===== src/rtl/pilha_pkg.sv =====
// Shared definitions for the stack sequencer: sizes, opcodes, state encoding,
// error codes and the operand-count helper.
package pilha_pkg;

  localparam int DEF_DATA_W = 16;
  localparam int DEF_RES_W  = 32;
  localparam int DEF_DEPTH  = 16;
  localparam int DEF_TOS_W  = 16;

  localparam logic [3:0] OP_NOP  = 4'd0;
  localparam logic [3:0] OP_PUSH = 4'd1;
  localparam logic [3:0] OP_POP  = 4'd2;
  localparam logic [3:0] OP_ADD  = 4'd3;
  localparam logic [3:0] OP_SUB  = 4'd4;
  localparam logic [3:0] OP_MUL  = 4'd5;
  localparam logic [3:0] OP_AND  = 4'd6;
  localparam logic [3:0] OP_OR   = 4'd7;
  localparam logic [3:0] OP_XOR  = 4'd8;
  localparam logic [3:0] OP_NOT  = 4'd9;

  localparam logic [1:0] ERR_NONE      = 2'b00;
  localparam logic [1:0] ERR_UNDERFLOW = 2'b01;
  localparam logic [1:0] ERR_OVERFLOW  = 2'b10;
  localparam logic [1:0] ERR_ILLEGAL   = 2'b11;

  typedef enum logic [2:0] {
    S_IDLE  = 3'd0,
    S_PUSH  = 3'd1,
    S_POP_B = 3'd2,
    S_CAP_B = 3'd3,
    S_POP_A = 3'd4,
    S_CAP_A = 3'd5,
    S_WB    = 3'd6,
    S_RESP  = 3'd7
  } state_e;

  function automatic logic [1:0] operands_needed(input logic [3:0] op);
    logic [1:0] n;
    case (op)
      OP_POP, OP_NOT:                                  n = 2'd1;
      OP_ADD, OP_SUB, OP_MUL, OP_AND, OP_OR, OP_XOR:   n = 2'd2;
      default:                                         n = 2'd0;
    endcase
    return n;
  endfunction

endpackage


===== src/rtl/stack_sequencer.sv =====
// Sequences stack-machine commands: pops operands from the stack, drives the ALU,
// pushes the result back and reports done/result/error to the control unit.
module stack_sequencer
  import pilha_pkg::*;
#(
  parameter int DATA_W = DEF_DATA_W,
  parameter int RES_W  = DEF_RES_W,
  parameter int DEPTH  = DEF_DEPTH,
  parameter int TOS_W  = DEF_TOS_W
) (
  input  logic              clk,
  input  logic              rst,
  input  logic              cmd_valid,
  output logic              cmd_ready,
  input  logic [3:0]        cmd_op,
  input  logic [DATA_W-1:0] cmd_imm,
  output logic              done,
  output logic              err,
  output logic [1:0]        err_code,
  output logic [DATA_W-1:0] result,
  output logic              carry,
  output logic              stk_push,
  output logic              stk_pop,
  output logic              stk_sel,
  output logic [DATA_W-1:0] stk_din_uc,
  input  logic [DATA_W-1:0] stk_dout,
  input  logic [TOS_W-1:0]  stk_tos,
  output logic [3:0]        alu_op,
  output logic [DATA_W-1:0] alu_a,
  output logic [DATA_W-1:0] alu_b,
  input  logic [RES_W-1:0]  alu_res
);

  state_e            state_q, state_d;
  logic [3:0]        op_q;
  logic [DATA_W-1:0] imm_q, opa_q, opb_q, res_q;
  logic [1:0]        err_code_q, chk_err_s;
  logic              carry_q;
  logic              accept_s;

  assign accept_s = cmd_valid && (state_q == S_IDLE);

  // Admission check of the incoming command against the current occupancy.
  always_comb begin
    chk_err_s = ERR_NONE;
    if (cmd_op > OP_NOT) begin
      chk_err_s = ERR_ILLEGAL;
    end else if ((cmd_op == OP_PUSH) && (stk_tos >= TOS_W'(DEPTH))) begin
      chk_err_s = ERR_OVERFLOW;
    end else if (stk_tos < TOS_W'(operands_needed(cmd_op))) begin
      chk_err_s = ERR_UNDERFLOW;
    end else begin
      chk_err_s = ERR_NONE;
    end
  end

  // State register.
  always_ff @(posedge clk or negedge rst) begin
    if (!rst) begin
      state_q <= S_IDLE;
    end else begin
      state_q <= state_d;
    end
  end

  // Next-state logic.
  always_comb begin
    state_d = state_q;
    case (state_q)
      S_IDLE: begin
        if (!accept_s) begin
          state_d = S_IDLE;
        end else if ((chk_err_s != ERR_NONE) || (cmd_op == OP_NOP)) begin
          state_d = S_RESP;
        end else if (cmd_op == OP_PUSH) begin
          state_d = S_PUSH;
        end else begin
          state_d = S_POP_B;
        end
      end
      S_PUSH:  state_d = S_RESP;
      S_POP_B: state_d = S_CAP_B;
      S_CAP_B: begin
        if (op_q == OP_POP) begin
          state_d = S_RESP;
        end else if (op_q == OP_NOT) begin
          state_d = S_WB;
        end else begin
          state_d = S_POP_A;
        end
      end
      S_POP_A: state_d = S_CAP_A;
      S_CAP_A: state_d = S_WB;
      S_WB:    state_d = S_RESP;
      S_RESP:  state_d = S_IDLE;
      default: state_d = S_IDLE;
    endcase
  end

  // Command, operand and response registers.
  always_ff @(posedge clk or negedge rst) begin
    if (!rst) begin
      op_q       <= 4'd0;
      imm_q      <= '0;
      opa_q      <= '0;
      opb_q      <= '0;
      res_q      <= '0;
      carry_q    <= 1'b0;
      err_code_q <= ERR_NONE;
    end else begin
      case (state_q)
        S_IDLE: begin
          if (accept_s) begin
            op_q       <= cmd_op;
            imm_q      <= cmd_imm;
            opa_q      <= '0;
            opb_q      <= '0;
            res_q      <= '0;
            carry_q    <= 1'b0;
            err_code_q <= chk_err_s;
          end
        end
        S_CAP_B: begin
          opb_q <= stk_dout;
          if (op_q == OP_POP) begin
            res_q <= stk_dout;
          end
        end
        S_CAP_A: opa_q <= stk_dout;
        S_WB: begin
          res_q   <= alu_res[DATA_W-1:0];
          carry_q <= |alu_res[RES_W-1:DATA_W];
        end
        default: begin
        end
      endcase
    end
  end

  // Output decode; response fields are exposed only while done is high.
  always_comb begin
    cmd_ready  = (state_q == S_IDLE);
    done       = 1'b0;
    err        = 1'b0;
    err_code   = ERR_NONE;
    result     = '0;
    carry      = 1'b0;
    stk_push   = 1'b0;
    stk_pop    = 1'b0;
    stk_sel    = 1'b0;
    stk_din_uc = '0;
    alu_op     = 4'd0;
    alu_a      = '0;
    alu_b      = '0;
    if (state_q != S_IDLE) begin
      alu_op = op_q;
      alu_a  = opa_q;
      alu_b  = opb_q;
    end else begin
      alu_op = 4'd0;
    end
    case (state_q)
      S_PUSH: begin
        stk_push   = 1'b1;
        stk_din_uc = imm_q;
      end
      S_POP_B, S_POP_A: stk_pop = 1'b1;
      S_WB: begin
        stk_push = 1'b1;
        stk_sel  = 1'b1;
      end
      S_RESP: begin
        done     = 1'b1;
        err      = (err_code_q != ERR_NONE);
        err_code = err_code_q;
        result   = res_q;
        carry    = carry_q;
      end
      default: begin
      end
    endcase
  end

endmodule


===== config.mk =====
export PLATFORM = sky130hd
export DESIGN_NAME = stack_sequencer
export DESIGN_NICKNAME = d
export VERILOG_FILES = /design/src/rtl/pilha_pkg.sv /design/src/rtl/stack_sequencer.sv
export SDC_FILE = /design/constraint.sdc
export NUM_CORES = 1
export LEC_CHECK = 0
export BUFFER_PORTS_ARGS = -buffer_cell sky130_fd_sc_hd__clkbuf_2
export CAP_MARGIN = 5
export CORE_AREA = 2 2 100 102
export DETAILED_ROUTE_END_ITERATION = 8
export DIE_AREA = 0 0 102 104
export GPL_TIMING_DRIVEN = 0
export PLACE_DENSITY = 0.7
export SYNTH_ARGS = -nofsm -noshare
export SYNTH_HDL_FRONTEND = slang
export SYNTH_SLANG_ARGS = --single-unit

===== constraint.sdc =====
create_clock -name clk -period 2 [get_ports clk]
set_input_delay 0.1 -clock clk [delete_from_list [all_inputs] [get_ports clk]]
set_output_delay 0.1 -clock clk [all_outputs]
set_load 0.01 [all_outputs]

* After elaboration in Yosys (flattened, before gate mapping)
Memories as Yosys holds them, arrays and structs flattened.
Index checks and enable logic that the tools add are counted.
** Word-level totals
- Bits in registers :: 74
- ROM bits :: 32
- Input bits :: 87
- Output and inout port bits :: 77
- Logic and storage cells :: 74
- Memories :: 1
** Memories
- (name not given) :: depth 16, bits a word 2, read ports 1, clocked after memory_dff 0, write ports 0, RTL line pilha_pkg.sv:39 : case (op)
** Cells by class
- Magnitude comparators :: 3
- Eq/ne operators :: 12
- Multiplexer cells :: 30
- Reduce and logical (&&, ||, !) cells :: 20
** Operators with widths (number)
- two-way mux 16 bit :: 6
- one-hot mux 16 bit (2 select lines) :: 2
- one-hot mux 16 bit (3 select lines) :: 1
- one-hot mux 3 bit (7 select lines) :: 1
- greater-or-equal comparator 16 x 5 -> 1 bit (second input constant) :: 1
- < comparator 16 x 2 -> 1 bit :: 1
- two-way mux 2 bit :: 8
- OR reduction 16 bit :: 1
- equality test 3 bit (second input constant) :: 4
- nonzero test 2 bit :: 5
- two-way mux 1 bit :: 8
- AND reduction 2 bit :: 4
- equality test 3 x 2 -> 1 bit (second input constant) :: 2
- two-way mux 3 bit :: 2
- nonzero test 3 bit :: 2
- equality test 4 x 1 -> 1 bit (second input constant) :: 1
- equality test 4 x 2 -> 1 bit (second input constant) :: 1
- equality test 4 bit (second input constant) :: 1
- greater-than comparator 4 bit (second input constant) :: 1
- zero test 4 bit :: 1
- two-way mux 4 bit :: 1
- OR reduction 2 bit :: 2
- equality test 3 x 1 -> 1 bit (second input constant) :: 1
- zero test 3 bit :: 1
- other kinds (6) :: 7

* Logic depth before layout (Yosys ltp)
- Depth in word-level cells :: 13
- Gate-level depth with buffers :: 7
- Gate-level depth less buffers :: 6

* Worst setup path before layout
No wires, ideal clock.
- Path type :: register to register
- Start point :: reg state_q[0]
- End point :: reg res_q[10]
- Setup time :: 0.125 ns
- Arrival time :: 1.572 ns
- Data required time :: 1.875 ns
- Path slack :: 0.303 ns
- Stages on the path, launching flop included :: 7
- Path buffers :: 2
- Clock period less this slack :: 1.697 ns
- Cells stage by stage :: dfrtp_1 buf_2 nand2_2 nor2_4 a211oi_4 buf_12 mux2_4
** On the way
- Cells in the longest elaborated chain, start to end :: 4
- Elaborated cells on any way between the ends :: 9
- Classes of those cells :: eq/ne (4); mux (1); reduce/logical (4)
** RTL lines
- start, declared :: RTL line stack_sequencer.sv:34 : state_e state_q, state_d;
- start signal, assigned :: RTL line stack_sequencer.sv:62 : state_q <= state_d;
- zero test 3 bit :: RTL line stack_sequencer.sv:41, stack_sequencer.sv:111
- logical AND 1 bit :: RTL line stack_sequencer.sv:41 : assign accept_s = cmd_valid && (state_q == S_IDLE);
- != test 2 x 1 -> 1 bit (no line)
- AND reduction 3 bit (no line)
- end signal, assigned :: RTL line stack_sequencer.sv:126 : res_q <= stk_dout;
- end signal, assigned :: RTL line stack_sequencer.sv:131 : res_q <= alu_res[DATA_W-1:0];
- end, declared :: RTL line stack_sequencer.sv:36 : logic [DATA_W-1:0] imm_q, opa_q, opb_q, res_q;
Several ways; a longest one is shown, not always the timed one.
A chain may end at the register's enable or synchronous reset.

* Worst setup path after layout
- Start point :: reg state_q[2]
- End point :: out err
** On the way
- Cells in the longest elaborated chain, start to end :: 2
** RTL lines
- equality test 3 bit :: RTL line stack_sequencer.sv:162 : case (state_q)
- two-way mux 1 bit :: RTL line stack_sequencer.sv:162
- end, declared :: RTL line stack_sequencer.sv:18 : output logic err,
No other way between the ends.

==> metrics.yaml <==
synth:
  netlist_instances: 362
  synth_area_leaders: "dfrtp_1, a22o_1, mux2_2"
  yosysSeqAreaShare_pct: 48.02
  synth_edf_count: 0
  synth_nets: 450
  yosysWarnings: 0
  ys_async_sr_fraction_pct: 100.0
  netlist-cell-type-count: 47
  yosysTopAreaCell: "dfrtp_1"
  yosysTopAreaCellShare_pct: 48.02
  synth_area_um2: 3856
  yosysMostFrequentCell: "dfrtp_1"
  yosys_most_used_dff: "dfrtp_1"
  synth_seq_cells: 74
  synthTopCellsByCount: "dfrtp_1, nand2_1, nor2b_1"
  synth_area_per_cell_um2: 10.65
power:
  pwr-share-comb_pct: 48.3
  p_int_w: 0.004565
  p_sw_share_pct: 37.24
  seqPwrFrac_pct: 34.0
  p_sw_w: 0.002709
  power_density_nw_per_um2: 1361
  p_clk_share_pct: 17.6
  power.leakage_nw: 2.800
  ir_drop_v: 0.0005782
run_status:
  outcome: "completed"
final_layout:
  drive_gt1_share_pct: 42.81
  area_delta_synth_final_pct: 38.58
  final_nets: 646
  final_area_um2: 5344
  num_antenna_cells: 0
routing:
  avgRoutedWirePerCell_um: 15.65
  drtIter0Drc: 116
  avgViaCountPerCell: 5.029
  routed_wl_um: 10890
  drc: 0
  dr_total_vias: 3500
  ant_nets: 0
  firstDrtPassIters: 4
worst_setup_path:
  path_class: "flip-flop to primary output"
  crit_required_ps: 1900
  rrSetupSlack_ps: 110
  rr_worst_depth: 6
  worstPathMaxFanout: 10
  setup.worst_path.start_class: "flip-flop"
  critPathCaptureType: "primary output"
  critPathArrivalTime_ps: 1800
clock_network:
  clk_pin_slew_worst_paths_ps: 80
  h-tree-depth: 3
  clk_root_buffer_cell: "clkbuf_8"
  cts_tree: "done"
  clock_latency_ps: 340
  clk_path_buf_depth: 2
  clock-sinks: 74
  cts_buffers: 9
run:
  cap_viol_max_count: 0
global_route:
  grt_max_degree: 62
  grt_usage_pct: 20.96
  grt.overflow.total: 0
  grt_pass1_vias: 3593
  grt_pass1_wl_um: 17640
  antenna_found_initial: 0
timing:
  rsz0062_at_grt: "false"
  finalClockSkew_ps: 8.421
  relSlewSlack_pct: 59.50
  drv_slew: 0
  setup_viol: 0
  tightestPinTransition_ps: 601.9
  hold_viol: 0
  max_freq_mhz: 526.7
  post-route-min-period_ps: 1898
  finalCritPeriodShare_pct: 94.92
  hold_ws_ps: 21.27
hold_path:
  min_path_cells: 3
  min_path_type: "primary input to flip-flop"
floorplanning:
  die_area_um2: 10610
  core_area_um2: 9549
  ioPinCount: 164
  start_util_pct: 40.38
  die_h_um: 104
  rows: 36
  die_w_um: 102
placement:
  placed_area_um2: 4853
  numPortBuffers: 160
  hpwl_um: 8027
  place_congestion: 0.7698
kinds of logic (layout without fill, tap and decap cells):
group | count (synthesis) | after routing | synth area share, %
simple gates | 166 | 166 | 24.30
mux | 36 | 36 | 11.49
compound gates | 56 | 56 | 11.62
fa+ha+maj | 1 | 1 | 0.3244
flops | 74 | 74 | 48.02
xor+xnor | 1 | 1 | 0.2272
buf+inv | 28 | 229 | 4.023
power by group through the flow:
| stage | clock, W | combinational, W | sequential [W] |
|---|---|---|---|
| 2_1_floorplan | 0 | 0.00237 | 0.00237 |
| 3_3_place_gp | 0 | 0.00334 | 0.00245 |
| 4_1_cts | 0.00132 | 0.00352 | 0.00247 |
| 5_1_grt | 0.00139 | 0.00386 | 0.00255 |
| 3_5_place_dp | 0 | 0.00343 | 0.00249 |
| 6_report | 0.00128 | 0.00352 | 0.00248 |
per-stage QoR:
step                      power [W]  util, %  cells  worst slack (ps)  setup TNS [ps]
after floorplan            0.004738        -    362             302.7               0
after global placement     0.005789    50.51    655           -0.8986         -0.8986
after detailed placement   0.005921    50.83    656            -97.65          -859.3
after CTS                  0.007310    55.79    695             5.004               0
after global routing       0.007805    55.96    696             3.041               0
final                      0.007275    55.96    696             101.5               0
flip-flops by register name, indices dropped and copies added, names as in the netlist:
signal and flops:
imm_q 16, opa_q 16, opb_q 16, res_q 16, op_q 4, state_q 3
err_code_q 2, carry_q 1
worst max-delay path, stage by stage, from the launching register on:
cell      delay [ps]
dfrtp_1          410
buf_4            190
and3_2           270
and2_1           180
or2_2            280
clkbuf_2         130
layout by cell type, fill, tap and decap left out, types with 4 or more instances in the layout:
master	n
clkbuf_8	9
nor2b_1	37
buf_4	4
a22o_1	32
mux2_2	23
and2_1	35
buf_2	7
o21ai_0	9
mux2_4	10
dlygate4sd3_1	23
clkbuf_2	162
nand2_1	40
nor2_1	4
clkbuf_1	9
dfrtp_1	74
nand3_1	18
nor4_1	7
cell type report:
class,count,area (um^2)
buffer,28,175.2
clock buffer,10,127.6
clock inverter,6,90.09
fill,878,4205
multi-input combinational,260,1864
sequential,74,1852
tap,133,166.4
timing repair buffer,185,1069
layer usage:
metal	global-route usage [%]	share of wire, %
met5	0	0
met4	5.048	1.0
met3	5.040	6.1
met2	34.96	50
met1	27.34	43
path summary, 6_finish.rpt:
check | startpoint | to
worst max-delay path | state_q[2]$_DFF_PN0_ | err
worst min-delay path | stk_dout[0] | opa_q[0]$_DFFE_PN0P_
worst max register to register | state_q[0]$_DFF_PN0_ | res_q[5]$_DFFE_PN0P_
worst min register to register | err_code_q[1]$_DFFE_PN0P_ | err_code_q[1]$_DFFE_PN0P_
max in group asynchronous | rst | res_q[13]$_DFFE_PN0P_
min in group asynchronous | rst | imm_q[7]$_DFFE_PN0P_
repair_timing:
action,in CTS,in global routing
endpoints found under the setup margin,54,57
resized for setup,11,7
buffers inserted,0,1
hold buffers,23,0
pin swaps,0,1
hold endpoints to repair,96,0
(Power assumes the default switching activity.)
